--- src/rtl/mlp_adc_frame_sequencer.sv ---
// rtl/mlp_adc_frame_sequencer.sv - ADC frame sequencer feeding a printed-MLP classifier
// Optional build macro: ADC_ROUND_EN (round-half-up quantization with saturation)
module mlp_adc_frame_sequencer #(
    parameter int N_FEAT     = 6,
    parameter int FEAT_W     = 4,
    parameter int ADC_W      = 8,
    parameter int CLS_W      = 2,
    parameter int SETTLE_CYC = 2,
    parameter int ADC_TMO    = 255
) (
    input  logic                       i_clk,
    input  logic                       i_rst,
    input  logic                       i_start,
    output logic                       o_busy,
    output logic [((N_FEAT > 1) ? $clog2(N_FEAT) : 1)-1:0] o_adc_sel,
    output logic                       o_adc_conv,
    input  logic                       i_adc_done,
    input  logic [ADC_W-1:0]           i_adc_data,
    output logic [N_FEAT*FEAT_W-1:0]   o_mlp_inp,
    input  logic [CLS_W-1:0]           i_mlp_out,
    output logic                       o_class_valid,
    input  logic                       i_class_ready,
    output logic [CLS_W-1:0]           o_class_out,
    output logic                       o_adc_err
);

    localparam int SEL_W   = (N_FEAT > 1) ? $clog2(N_FEAT) : 1;
    localparam int CNT_MAX = (ADC_TMO > SETTLE_CYC) ? ADC_TMO : SETTLE_CYC;
    localparam int CNT_W   = $clog2(CNT_MAX + 1);

    typedef enum logic [2:0] {
        S_IDLE,
        S_SEL,
        S_CONV,
        S_LOAD,
        S_EVAL,
        S_PRESENT
    } state_t;

    state_t                     r_state;
    state_t                     w_state_nxt;
    logic [CNT_W-1:0]           r_cnt;
    logic [SEL_W-1:0]           r_idx;
    logic [N_FEAT*FEAT_W-1:0]   r_shadow;
    logic [N_FEAT*FEAT_W-1:0]   r_mlp_inp;
    logic [CLS_W-1:0]           r_class_out;
    logic                       r_adc_err;
    logic                       w_conv_end;
    logic                       w_tmo;
    logic                       w_eval_end;
    logic                       w_last_feat;
    logic [FEAT_W-1:0]          w_feat;

    // Quantizer: keep the top FEAT_W bits of the raw sample
`ifdef ADC_ROUND_EN
    logic [FEAT_W:0] w_round_sum;
    assign w_round_sum = {1'b0, i_adc_data[ADC_W-1 -: FEAT_W]}
                       + {{FEAT_W{1'b0}}, i_adc_data[ADC_W-FEAT_W-1]};
    assign w_feat = w_round_sum[FEAT_W] ? {FEAT_W{1'b1}} : w_round_sum[FEAT_W-1:0];
`else
    logic w_adc_lsb_unused;
    assign w_adc_lsb_unused = ^i_adc_data[ADC_W-FEAT_W-1:0];
    assign w_feat = i_adc_data[ADC_W-1 -: FEAT_W];
`endif

    assign w_last_feat = (r_idx == SEL_W'(N_FEAT - 1));

    // State register
    always_ff @(posedge i_clk or posedge i_rst) begin
        if (i_rst) begin
            r_state <= S_IDLE;
        end else begin
            r_state <= w_state_nxt;
        end
    end

    // Next-state logic; conversion end covers both a real done and a timeout
    always_comb begin
        w_state_nxt = r_state;
        w_conv_end  = 1'b0;
        w_tmo       = 1'b0;
        w_eval_end  = 1'b0;
        case (r_state)
            S_IDLE: begin
                if (i_start) begin
                    w_state_nxt = S_SEL;
                end
            end
            S_SEL: begin
                w_state_nxt = S_CONV;
            end
            S_CONV: begin
                // a done during the pulse cycle (count 0) belongs to no conversion of ours
                if ((r_cnt != '0) && i_adc_done) begin
                    w_conv_end = 1'b1;
                end else if (r_cnt == CNT_W'(ADC_TMO)) begin
                    w_conv_end = 1'b1;
                    w_tmo      = 1'b1;
                end
                if (w_conv_end) begin
                    w_state_nxt = w_last_feat ? S_LOAD : S_SEL;
                end
            end
            S_LOAD: begin
                w_state_nxt = S_EVAL;
            end
            S_EVAL: begin
                if (r_cnt == CNT_W'(SETTLE_CYC - 1)) begin
                    w_eval_end  = 1'b1;
                    w_state_nxt = S_PRESENT;
                end
            end
            S_PRESENT: begin
                if (i_class_ready) begin
                    w_state_nxt = S_IDLE;
                end
            end
            default: begin
                w_state_nxt = S_IDLE;
            end
        endcase
    end

    // Shared cycle counter: restarts on every state change, counts only in CONV and EVAL
    always_ff @(posedge i_clk or posedge i_rst) begin
        if (i_rst) begin
            r_cnt <= '0;
        end else if (w_state_nxt != r_state) begin
            r_cnt <= '0;
        end else if ((r_state == S_CONV) || (r_state == S_EVAL)) begin
            r_cnt <= r_cnt + 1'b1;
        end
    end

    // Frame datapath: channel index, shadow frame, error flag, classifier load and capture
    always_ff @(posedge i_clk or posedge i_rst) begin
        if (i_rst) begin
            r_idx       <= '0;
            r_shadow    <= '0;
            r_mlp_inp   <= '0;
            r_class_out <= '0;
            r_adc_err   <= 1'b0;
        end else begin
            if ((r_state == S_IDLE) && i_start) begin
                r_idx     <= '0;
                r_adc_err <= 1'b0;
            end
            if (w_conv_end) begin
                r_shadow[FEAT_W*int'(r_idx) +: FEAT_W] <= w_tmo ? '0 : w_feat;
                if (w_tmo) begin
                    r_adc_err <= 1'b1;
                end
                // index stays on the last channel so the mux select is stable until the next frame
                if (!w_last_feat) begin
                    r_idx <= r_idx + 1'b1;
                end
            end
            // whole-frame transfer so the classifier never sees a partially updated vector
            if (r_state == S_LOAD) begin
                r_mlp_inp <= r_shadow;
            end
            if (w_eval_end) begin
                r_class_out <= i_mlp_out;
            end
        end
    end

    assign o_busy        = (r_state != S_IDLE);
    assign o_adc_sel     = r_idx;
    assign o_adc_conv    = (r_state == S_CONV) && (r_cnt == '0);
    assign o_mlp_inp     = r_mlp_inp;
    assign o_class_valid = (r_state == S_PRESENT);
    assign o_class_out   = r_class_out;
    assign o_adc_err     = r_adc_err;

endmodule

--- config.mk ---
export PLATFORM = sky130hd
export DESIGN_NAME = mlp_adc_frame_sequencer
export DESIGN_NICKNAME = d
export VERILOG_FILES = /design/src/rtl/mlp_adc_frame_sequencer.sv
export SDC_FILE = /design/constraint.sdc
export NUM_CORES = 1
export LEC_CHECK = 0
export BUFFER_PORTS_ARGS = -buffer_cell sky130_fd_sc_hd__buf_2
export CORE_MARGIN = 2
export CORE_UTILIZATION = 51
export CTS_CLUSTER_SIZE = 40
export DETAILED_ROUTE_END_ITERATION = 12
export GPL_TIMING_DRIVEN = 0
export PLACE_DENSITY = 0.76
export SETUP_SLACK_MARGIN = 0.3
export SYNTH_ARGS = -nofsm -noshare
export SYNTH_HDL_FRONTEND = slang
export SYNTH_SLANG_ARGS = --single-unit
--- constraint.sdc ---
create_clock -name i_clk -period 2.2 [get_ports i_clk]
set_input_delay 0.33 -clock i_clk [delete_from_list [all_inputs] [get_ports i_clk]]
set_output_delay 0.33 -clock i_clk [all_outputs]
set_load 0.01 [all_outputs]
* Yosys cells after proc, flatten, opt, wreduce, memory -nomap -nowiden *
Index checks and enable logic that the tools add are counted.

word-level totals
  flip-flop bits (word level) = 65
  output and inout port bits = 33
  logic and storage cells = 54

cells by class
  add/sub/neg operators = 3
  multiplexer cells = 24
  equal/unequal tests = 9
  reductions and logical operators = 9
  shift-type cells = 2

operators by type and width
  operator                                                                  count
  5-bit negator with 33-bit output                                          1
  4-bit by 33-bit variable shift with 24-bit output (first input constant)  1
  4-bit by 33-bit variable part select with 24-bit output                   1
  24-bit bitwise mux                                                        1
  3-bit 2-to-1 mux                                                          7
  3-bit one-hot mux with 6 select lines                                     1
  8-bit 2-to-1 mux                                                          2
  1-bit 2-to-1 mux                                                          11
  3-bit == test (second input constant)                                     3
  8-bit by 1-bit adder with 8-bit output (second input constant)            1
  8-bit by 1-bit == test with 1-bit output (second input constant)          1
  8-bit == test (second input constant)                                     1
  8-bit zero test                                                           1
  8-bit nonzero test                                                        1
  3-bit by 2-bit == test with 1-bit output (second input constant)          2
  4-bit 2-to-1 mux                                                          1
  3-bit by 1-bit adder with 3-bit output (second input constant)            1
  3-bit by 1-bit == test with 1-bit output (second input constant)          1
  1-bit logical AND                                                         3
  3-bit zero test                                                           1
  3-bit != test                                                             1
  3-bit nonzero test                                                        1
  2-bit 2-to-1 mux                                                          1
  2-bit nonzero test                                                        1
  1-bit logical OR                                                          1

* Logic depth before layout (Yosys ltp) *
Gate-level depths: netlist (run 1).

  depth after elaboration = 8
  mapped depth = 7
  mapped depth without buffers = 7

* Least setup slack after synthesis (run 1) *
Ideal clock, no wire load.

  kind = register to register
  start = register r_idx[0] (netlist: o_adc_sel[0])
  end = register r_shadow[0]
  slack = 106 ps
  library setup time = 125 ps
  stages on the path, launching flop included = 7
  arrival = 1969 ps
  buffers on the path = 0
  cells stage by stage = dfrtp_1 > inv_1 > ha_1 > ha_1 > nand3b_1 > nor3_2 > mux2_2

on the way
  longest elaborated chain between the ends = 3

RTL lines
  item                                                                                                                                 line  source
  start: declaration                                                                                                                   43    logic [SEL_W-1:0] r_idx;
  start signal: assignment                                                                                                             155   r_idx <= r_idx + 1'b1;
  5-bit negator with 33-bit output (*)                                                                                                 149   r_shadow[FEAT_W*int'(r_idx) +: FEAT_W] <= w_tmo ? '0 : w_feat;
  4-bit by 33-bit variable part select with 24-bit output / 4-bit by 33-bit variable shift with 24-bit output (equally long branches)  149
  24-bit bitwise mux (*)                                                                                                               149
  end signal: indexed assignment                                                                                                       149
  end: declaration                                                                                                                     44    logic [N_FEAT*FEAT_W-1:0] r_shadow;

Every way passes the cells marked *; elsewhere a longest branch is shown, timed or not.
A chain may end at the register's enable or synchronous reset.

* Final worst setup path (run 1) *
  start = register r_cnt[4]
  end = register r_shadow[23]

on the way
  longest elaborated chain between the ends = 7

RTL lines
  item                                                          line    source
  start: declaration                                            42      logic [CNT_W-1:0] r_cnt;
  start signal: assignment                                      131     r_cnt <= r_cnt + 1'b1;
  8-bit == test / 8-bit nonzero test (equally long branches)    96, 94
  1-bit 2-to-1 mux / 1-bit logical AND (equally long branches)  96, 94
  1-bit 2-to-1 mux                                              94      if ((r_cnt != '0) && i_adc_done) begin
  1-bit 2-to-1 mux                                              83      case (r_state)
  4-bit 2-to-1 mux                                              149
  4-bit by 33-bit variable part select with 24-bit output       149
  24-bit bitwise mux                                            149

Parallel ways exist; a longest one is shown, timed or not. The select of a mux whose other input is x is not followed.

==> summary.md, run 1 <==
| Metric | Value |
|---|---|
| Status | `finished clean` |
| DRC | `0` |
| Final Power | `4.26 mW` |
| First-pass DRT Iterations | `4` |
| Synth top cells by count | `65 x dfrtp_1, 43 x mux2_2, 18 x nand2_1` |
| Clock-pin slew on the worst setup and hold paths | `0.07 ns` |
| Fill cells | `369` |
| Yosys cell types | `38` |
| Detail Placement HPWL | `4300 um` |
| Clock Skew | `0.00648 ns` |
| Slew HR | `60.0%` |
| R2r setup slk | `0.17 ns` |
| Initial antenna violation count | `0` |
| Pre-CTS setup slack | `-0.0509 ns` |
| CP Class | `register to register` |
| CTS buffer count | `9` |
| Slew @ Worst Pin | `0.600 ns` |
| Hold_buf cts | `0` |
| Count leader, synth | `dfrtp_1` |
| Max-slew violation count | `0` |
| DR vias | `2234` |
| Max FO, Critical Path | `8` |
| Top-area cell type share of the netlist area | `54.0%` |
| Antenna Nets Post-Route | `0` |
| GRT Overall Usage | `21.8%` |
| Nets@finish | `348` |
| Power density cells | `1050 mW/mm2` |
| R2R Path Start | `r_cnt[4]$_DFFE_PP0P_` |
| Final min period | `2.03 ns` |
| Final Util | `72.4%` |
| Syn_area_per_cell | `12.4 um2` |
| First-pass GRT wire length | `10400 um` |
| N_diodes | `0` |
| Final instance area | `0.00406 mm2` |
| Critical path arrival | `2.27 ns` |
| Final worst path period share | `92.2%` |
| Post-synth EDFFs | `0` |
| Synth top area cells | `dfrtp_1 54%, mux2_2 16%, ha_1 3.7%` |
| Gate count of the mapped netlist | `243` |
| CP Launch Type | `register` |
| Area grow syn2layout | `34.8%` |
| YS warnings | `0` |
| Mapped cell area | `0.00301 mm2` |
| Largest net degree at the start of global routing | `66` |
| IO Count | `48` |
| Die height | `80.8 um` |
| Setup ws final | `0.171 ns` |
| Worst hold slack | `0.0139 ns` |
| Clk root buf | `clkbuf_8` |
| H-tree depth | `3` |
| Vias in the first global route | `2129` |
| Critical path origin | `r_cnt[4]$_DFFE_PP0P_` |
| Synth Flop Type | `dfrtp_1` |
| CORE AREA | `0.00561 mm2` |
| Largest area contributor in the netlist | `dfrtp_1` |
| I/O Buffers | `43` |
| Sequential-to-total area share from yosys stat | `54.0%` |
| Max frequency | `0.493 GHz` |
| Fin. Hold Viols | `0` |
| Syn Nets | `267` |
| Die W | `80.8 um` |
| CTS tree | `built` |
| Placement Rows | `27` |
| Overflow after GRT | `0` |
| Final WL | `6840 um` |
| Async SR Flop Fraction | `100%` |
| Max-cap violations | `0` |
| Initial drt markers | `81` |
| WL/cell | `17.0 um` |
| VDD IR-drop max | `669 uV` |
| Initial Util | `53.7%` |
| CTS Sinks | `65` |
| Share of cells above drive strength 1 | `53.5%` |
| Multi-input logic area | `0.00152 mm2` |
| FF+latch count, synth | `65` |
| Die Area | `0.00654 mm2` |
| RSZ-0062 raised after global routing | `yes` |
| Worst setup EP type | `register` |
| Final Setup Violations | `0` |
| CP required | `2.44 ns` |
| Clock latency on the worst-skew pair | `0.35 ns` |
| FF+latch area | `0.00163 mm2` |
| Hold Crit Class | `primary input to asynchronous set/reset pin` |
| Leakage power | `1.99 nW` |
| Via density | `5.57` |
| GP Congestion | `0.874` |
| Area after DPL | `0.00334 mm2` |
| Clock buffer depth | `2` |
==> area by class of cell <==
type / instances / share of cell area, %
inverters: 9 / 0.925
clock buffers: 9 / 3.05
plain buffers: 5 / 0.616
multi-input cells: 164 / 37.5
well taps: 72 / 2.22
clock inverters: 7 / 3.48
flip-flops and latches: 65 / 40.2
repair buffers: 70 / 12.0
==> cell usage in the layout (no fill, tap or decap), types with 5 or more instances in the layout <==
| cell | n |
|---|---|
| and2_4 | 5 |
| inv_1 | 6 |
| mux2_2 | 38 |
| nand3b_1 | 5 |
| buf_6 | 5 |
| xor2_1 | 5 |
| clkbuf_8 | 9 |
| nand2_1 | 18 |
| dfrtp_1 | 61 |
| mux2_4 | 5 |
| nor2_1 | 9 |
| buf_4 | 18 |
| nor3_2 | 7 |
| buf_2 | 44 |
| ha_1 | 5 |
==> sequential cells by signal (all words and copies together) (netlist names) <==
| name | count |
|---|---|
| o_adc_sel | 3 |
| r_shadow | 24 |
| r_state | 3 |
| o_class_out | 2 |
| r_cnt | 8 |
| o_adc_err | 1 |
| o_mlp_inp | 24 |
==> kinds of logic (layout without fill, tap and decap cells) <==
| group | count (synthesis) | in the layout | share of synthesized area (%) |
|---|---|---|---|
| simple gates | 78 | 78 | 15.5 |
| buf+inv | 14 | 100 | 1.79 |
| fa+ha+maj | 9 | 9 | 3.74 |
| flops | 65 | 65 | 54.0 |
| compound gates | 24 | 24 | 5.94 |
| mux | 45 | 45 | 16.7 |
| xor+xnor | 8 | 8 | 2.33 |
==> repair_timing <==
item | CTS | global route
buffers inserted | 15 | 11
setup endpoints to repair | 57 | 35
pin swaps | 18 | 12
gates resized for setup | 38 | 16
==> report_power, final <==
group / internal, mW / total [mW] / switching (mW) / leakage (nW)
Clock: 0.869 / 1.34 / 0.473 / 0.130
Combinational: 0.696 / 1.52 / 0.828 / 0.977
Sequential: 1.31 / 1.39 / 0.0780 / 0.887
==> critical path, stage by stage (launching register included) <==
cell and delay [ns]:
dfrtp_2 0.44, nor4_4 0.37, a31oi_4 0.17, o21ai_4 0.38, nor4b_4 0.09, buf_4 0.17, mux2_4 0.29
==> path summary, 6_finish.rpt <==
kind	to	cells after the start
max	r_shadow[23]$_DFFE_PP0P_	6
min	r_cnt[6]$_DFFE_PP0P_	2
max reg2reg	r_shadow[23]$_DFFE_PP0P_	6
min reg2reg	r_shadow[11]$_DFFE_PP0P_	2
max in group asynchronous	o_mlp_inp[5]$_DFFE_PP0P_	3
min in group i_clk	o_class_out[0]$_DFFE_PP0P_	2
==> metal layers <==
layer  wire length [um]  up-vias  share of wire [%]  track usage (%)
met1               2840     1134                 42             27.3
met5                  0        -                  0                0
li1                   -     1031                  -                -
met2               3540       57                 52             35.5
met3                315       12                4.6             6.00
met4                136        0                2.0             9.66
==> stage by stage <==
| step | instances | TNS, ns |
|---|---|---|
| global placement | 358 | -0.0773 |
| detailed placement | 358 | -0.268 |
| CTS | 389 | 0 |
| floorplan | 243 | 0 |
| global route | 401 | 0 |
| finish | 401 | 0 |
Power figures use the tool's default switching activity.
==> run 2, diff against run 1 <==
--- a/config.mk
+++ b/config.mk
@@ -6,9 +6,9 @@
 export NUM_CORES = 1
 export LEC_CHECK = 0
 export BUFFER_PORTS_ARGS = -buffer_cell sky130_fd_sc_hd__buf_2
+export CORE_ASPECT_RATIO = 1.4
 export CORE_MARGIN = 2
 export CORE_UTILIZATION = 51
-export CTS_CLUSTER_SIZE = 40
 export DETAILED_ROUTE_END_ITERATION = 12
 export GPL_TIMING_DRIVEN = 0
 export PLACE_DENSITY = 0.76
==> summary.md, run 2 (synthesized netlist as in run 1, its figures left out) <==
| Metric | Value |
|---|---|
| VDD IR-drop max | `701 uV (+4.8%)` |
| Fill cells | `414 (+12%)` |
| Nets@finish | `344 (-1.1%)` |
| Reg power frac | `37.6% (+5.0 points)` |
| Hold Crit Class | `primary input to asynchronous set/reset pin` |
| IO Count | `48 (unchanged)` |
| First-pass DRT Iterations | `4 (unchanged)` |
| Vias in the first global route | `2266 (+6.4%)` |
| Power density cells | `946 mW/mm2 (-9.7%)` |
| Leakage power | `1.93 nW (-3.2%)` |
| Fin. Hold Viols | `0 (unchanged)` |
| Fin cells | `393 (-2.0%)` |
| Combinational fraction of design power | `38.6% (+2.8 points)` |
| R2r setup slk | `0.20 ns (+0.03 ns)` |
| GP Congestion | `0.855 (-2.1%)` |
| RSZ-0062 raised after global routing | `yes` |
| Reg2reg end | `r_shadow[1]$_DFFE_PP0P_` |
| Final worst path period share | `91.7% (-0.54 points)` |
| R2R cell count | `7 (+1)` |
| CTS tree | `built` |
| Hold_buf cts | `0 (unchanged)` |
| Initial antenna violation count | `0 (unchanged)` |
| Most common cell after layout, fill and taps aside | `dfrtp_1` |
| Max frequency | `0.496 GHz (+0.59%)` |
| Final Power | `3.71 mW (-13%)` |
| Critical-path cell list | `nor4_4, buf_4, nand3_2, nor2_2, buf_2` |
| Worst path max stage delay | `0.44 ns (about the same)` |
| CORE AREA | `0.00578 mm2 (+3.1%)` |
| Clk pwr share | `23.8% (-7.7 points)` |
| CP Launch Type | `register` |
| Slew @ Worst Pin | `0.807 ns (+0.207 ns)` |
| DP Cell Count | `356 (-0.56%)` |
| Most frequent cells in the layout | `62 x dfrtp_1, 44 x buf_2, 35 x mux2_2` |
| Share of cells above drive strength 1 | `51.7% (-1.8 points)` |
| FF+latch area | `0.00163 mm2 (about the same)` |
| Sw Ratio | `35.8% (+3.4 points)` |
| Largest net degree at the start of global routing | `66 (unchanged)` |
| CTS buffer count | `9 (unchanged)` |
| H-tree depth | `3 (unchanged)` |
| Delay-heaviest family, CP | `simple AND/OR/NAND/NOR gates` |
| Clock latency on the worst-skew pair | `0.34 ns (about the same)` |
| Max-slew violation count | `0 (unchanged)` |
| Worst path depth | `5 (-1)` |
| Detail Placement HPWL | `4220 um (-1.9%)` |
| N_diodes | `0 (unchanged)` |
| Initial Util | `52.1% (-1.6 points)` |
| Placement Rows | `33 (+22%)` |
| Overflow after GRT | `0 (unchanged)` |
| Max-cap violations | `0 (unchanged)` |
| Switch Pwr | `1.33 mW (-3.7%)` |
| Die Area | `0.00654 mm2 (+0.13%)` |
| Slew HR | `46.1% (-14 points)` |
| WP buf/inv | `2 (+1)` |
| DR vias | `2169 (-2.9%)` |
| Worst setup EP type | `output pin` |
| GRT Overall Usage | `22.7% (+0.89 points)` |
| CP required | `1.87 ns (-0.57 ns)` |
| DRC | `0 (unchanged)` |
| Die W | `68.9 um (-15%)` |
| Clock buffer depth | `2 (unchanged)` |
| WL/cell | `16.9 um (-0.85%)` |
| R2R Path Start | `r_cnt[0]$_DFFE_PP0P_` |
| CTS Sinks | `65 (unchanged)` |
| Final min period | `2.02 ns (-0.0118 ns)` |
| Final Setup Violations | `0 (unchanged)` |
| Clock-pin slew on the worst setup and hold paths | `0.07 ns (about the same)` |
| I/O Buffers | `43 (unchanged)` |
| Final WL | `6640 um (-2.8%)` |
| Initial drt markers | `164 (+100%)` |
| Status | `finished clean` |
| Multi-input logic area | `0.00154 mm2 (+0.74%)` |
| Max FO, Critical Path | `4 (-4)` |
| Antenna Nets Post-Route | `0 (unchanged)` |
| Area grow syn2layout | `30.1%` |
| Slowest CP cell | `dfrtp_2` |
| Clk root buf | `clkbuf_8` |
| First-pass GRT wire length | `10800 um (+3.6%)` |
| Int Power | `2.38 mW (-17%)` |
| Critical path arrival | `1.69 ns (-0.58 ns)` |
| Via density | `5.52 (-0.93%)` |
| CP Class | `register to output pin` |
| Die height | `94.9 um (+17%)` |
| Clock Skew | `0.00628 ns (-0.000203 ns)` |
[run 2: cell types whose count changed in the layout (fill, tap and decap cells not counted), sizes merged]
cell	change
buf	-4
bufinv	-4
clkinv	+1
clkbuf	+2
inv	-1
[run 2: worst max path at each step]
stage	start	slack (ns)	to
5_1_grt	r_cnt[1]$_DFFE_PP0P_	0.11	r_shadow[2]$_DFFE_PP0P_
3_5_place_dp	r_cnt[0]$_DFFE_PP0P_	-0.06	r_cnt[5]$_DFFE_PP0P_
3_3_place_gp	r_cnt[0]$_DFFE_PP0P_	0.01	r_cnt[1]$_DFFE_PP0P_
4_1_cts	r_cnt[7]$_DFFE_PP0P_	0.16	r_cnt[0]$_DFFE_PP0P_
2_1_floorplan	r_cnt[0]$_DFFE_PP0P_	0.28	r_cnt[0]$_DFFE_PP0P_
6_report	r_cnt[4]$_DFFE_PP0P_	0.18	o_adc_conv
[run 2: timing repair]
| item | CTS | global route |
|---|---|---|
| pin swaps | 15 | 14 |
| setup buffers | 16 | 6 |
| gates resized for setup | 29 | 25 |
| setup endpoints to repair | 54 | 46 |
[run 2: metal layers]
layer | wire, um | share of wire (%) | global-route usage, % | up-vias
met2 | 3650 | 55 | 39.2 | 63
met4 | 174 | 2.6 | 10.8 | 0
met5 | 0 | 0 | 0 | -
met3 | 254 | 3.8 | 5.72 | 17
li1 | - | - | - | 1025
met1 | 2560 | 39 | 25.5 | 1064
[run 2: power by group through the flow]
stage               Sequential (mW)  Combinational [mW]  Clock, mW
finish                         1.39                1.43      0.884
global route                   1.41                1.54      0.959
floorplan                      1.43               0.753          0
global placement               1.42                1.00          0
detailed placement             1.43                1.03          0
CTS                            1.39                1.28      0.903
[run 2: stage by stage]
| stage | util, % | setup WS (ns) | setup TNS, ns | area, um2 | hold WS, ns |
|---|---|---|---|---|---|
| finish | 67.8 | 0.182 | 0 | 3920 | 0.131 |
| global route | 67.8 | 0.111 | 0 | 3920 | 0.183 |
| CTS | 65.3 | 0.161 | 0 | 3780 | 0.213 |
| detailed placement | 57.8 | -0.0582 | -0.322 | 3340 | 0.467 |
| global placement | 57.8 | 0.0144 | 0 | 3340 | 0.458 |
| floorplan | - | 0.280 | 0 | 3040 | 0.445 |
[run 2: cell type report]
class	instances	share of cell area [%]
clock inverter	3	0.447
clock buffer	11	3.86
buffer	5	0.639
tap	70	2.24
multi-input combinational	164	39.2
inverter	9	0.958
sequential	65	41.6
timing repair buffer	66	11.1
[run 2: worst reg2reg max path: cells and delay by family, from the launching register on]
kind	cells	cell delay, ns
buffers and inverters	1	0.17
AND/OR/NAND/NOR	3	0.62
AO/OA/AOI/OAI	1	0.11
multiplexers	1	0.37
flip-flops	1	0.40
adder cells (fa/ha/maj)	1	0.21
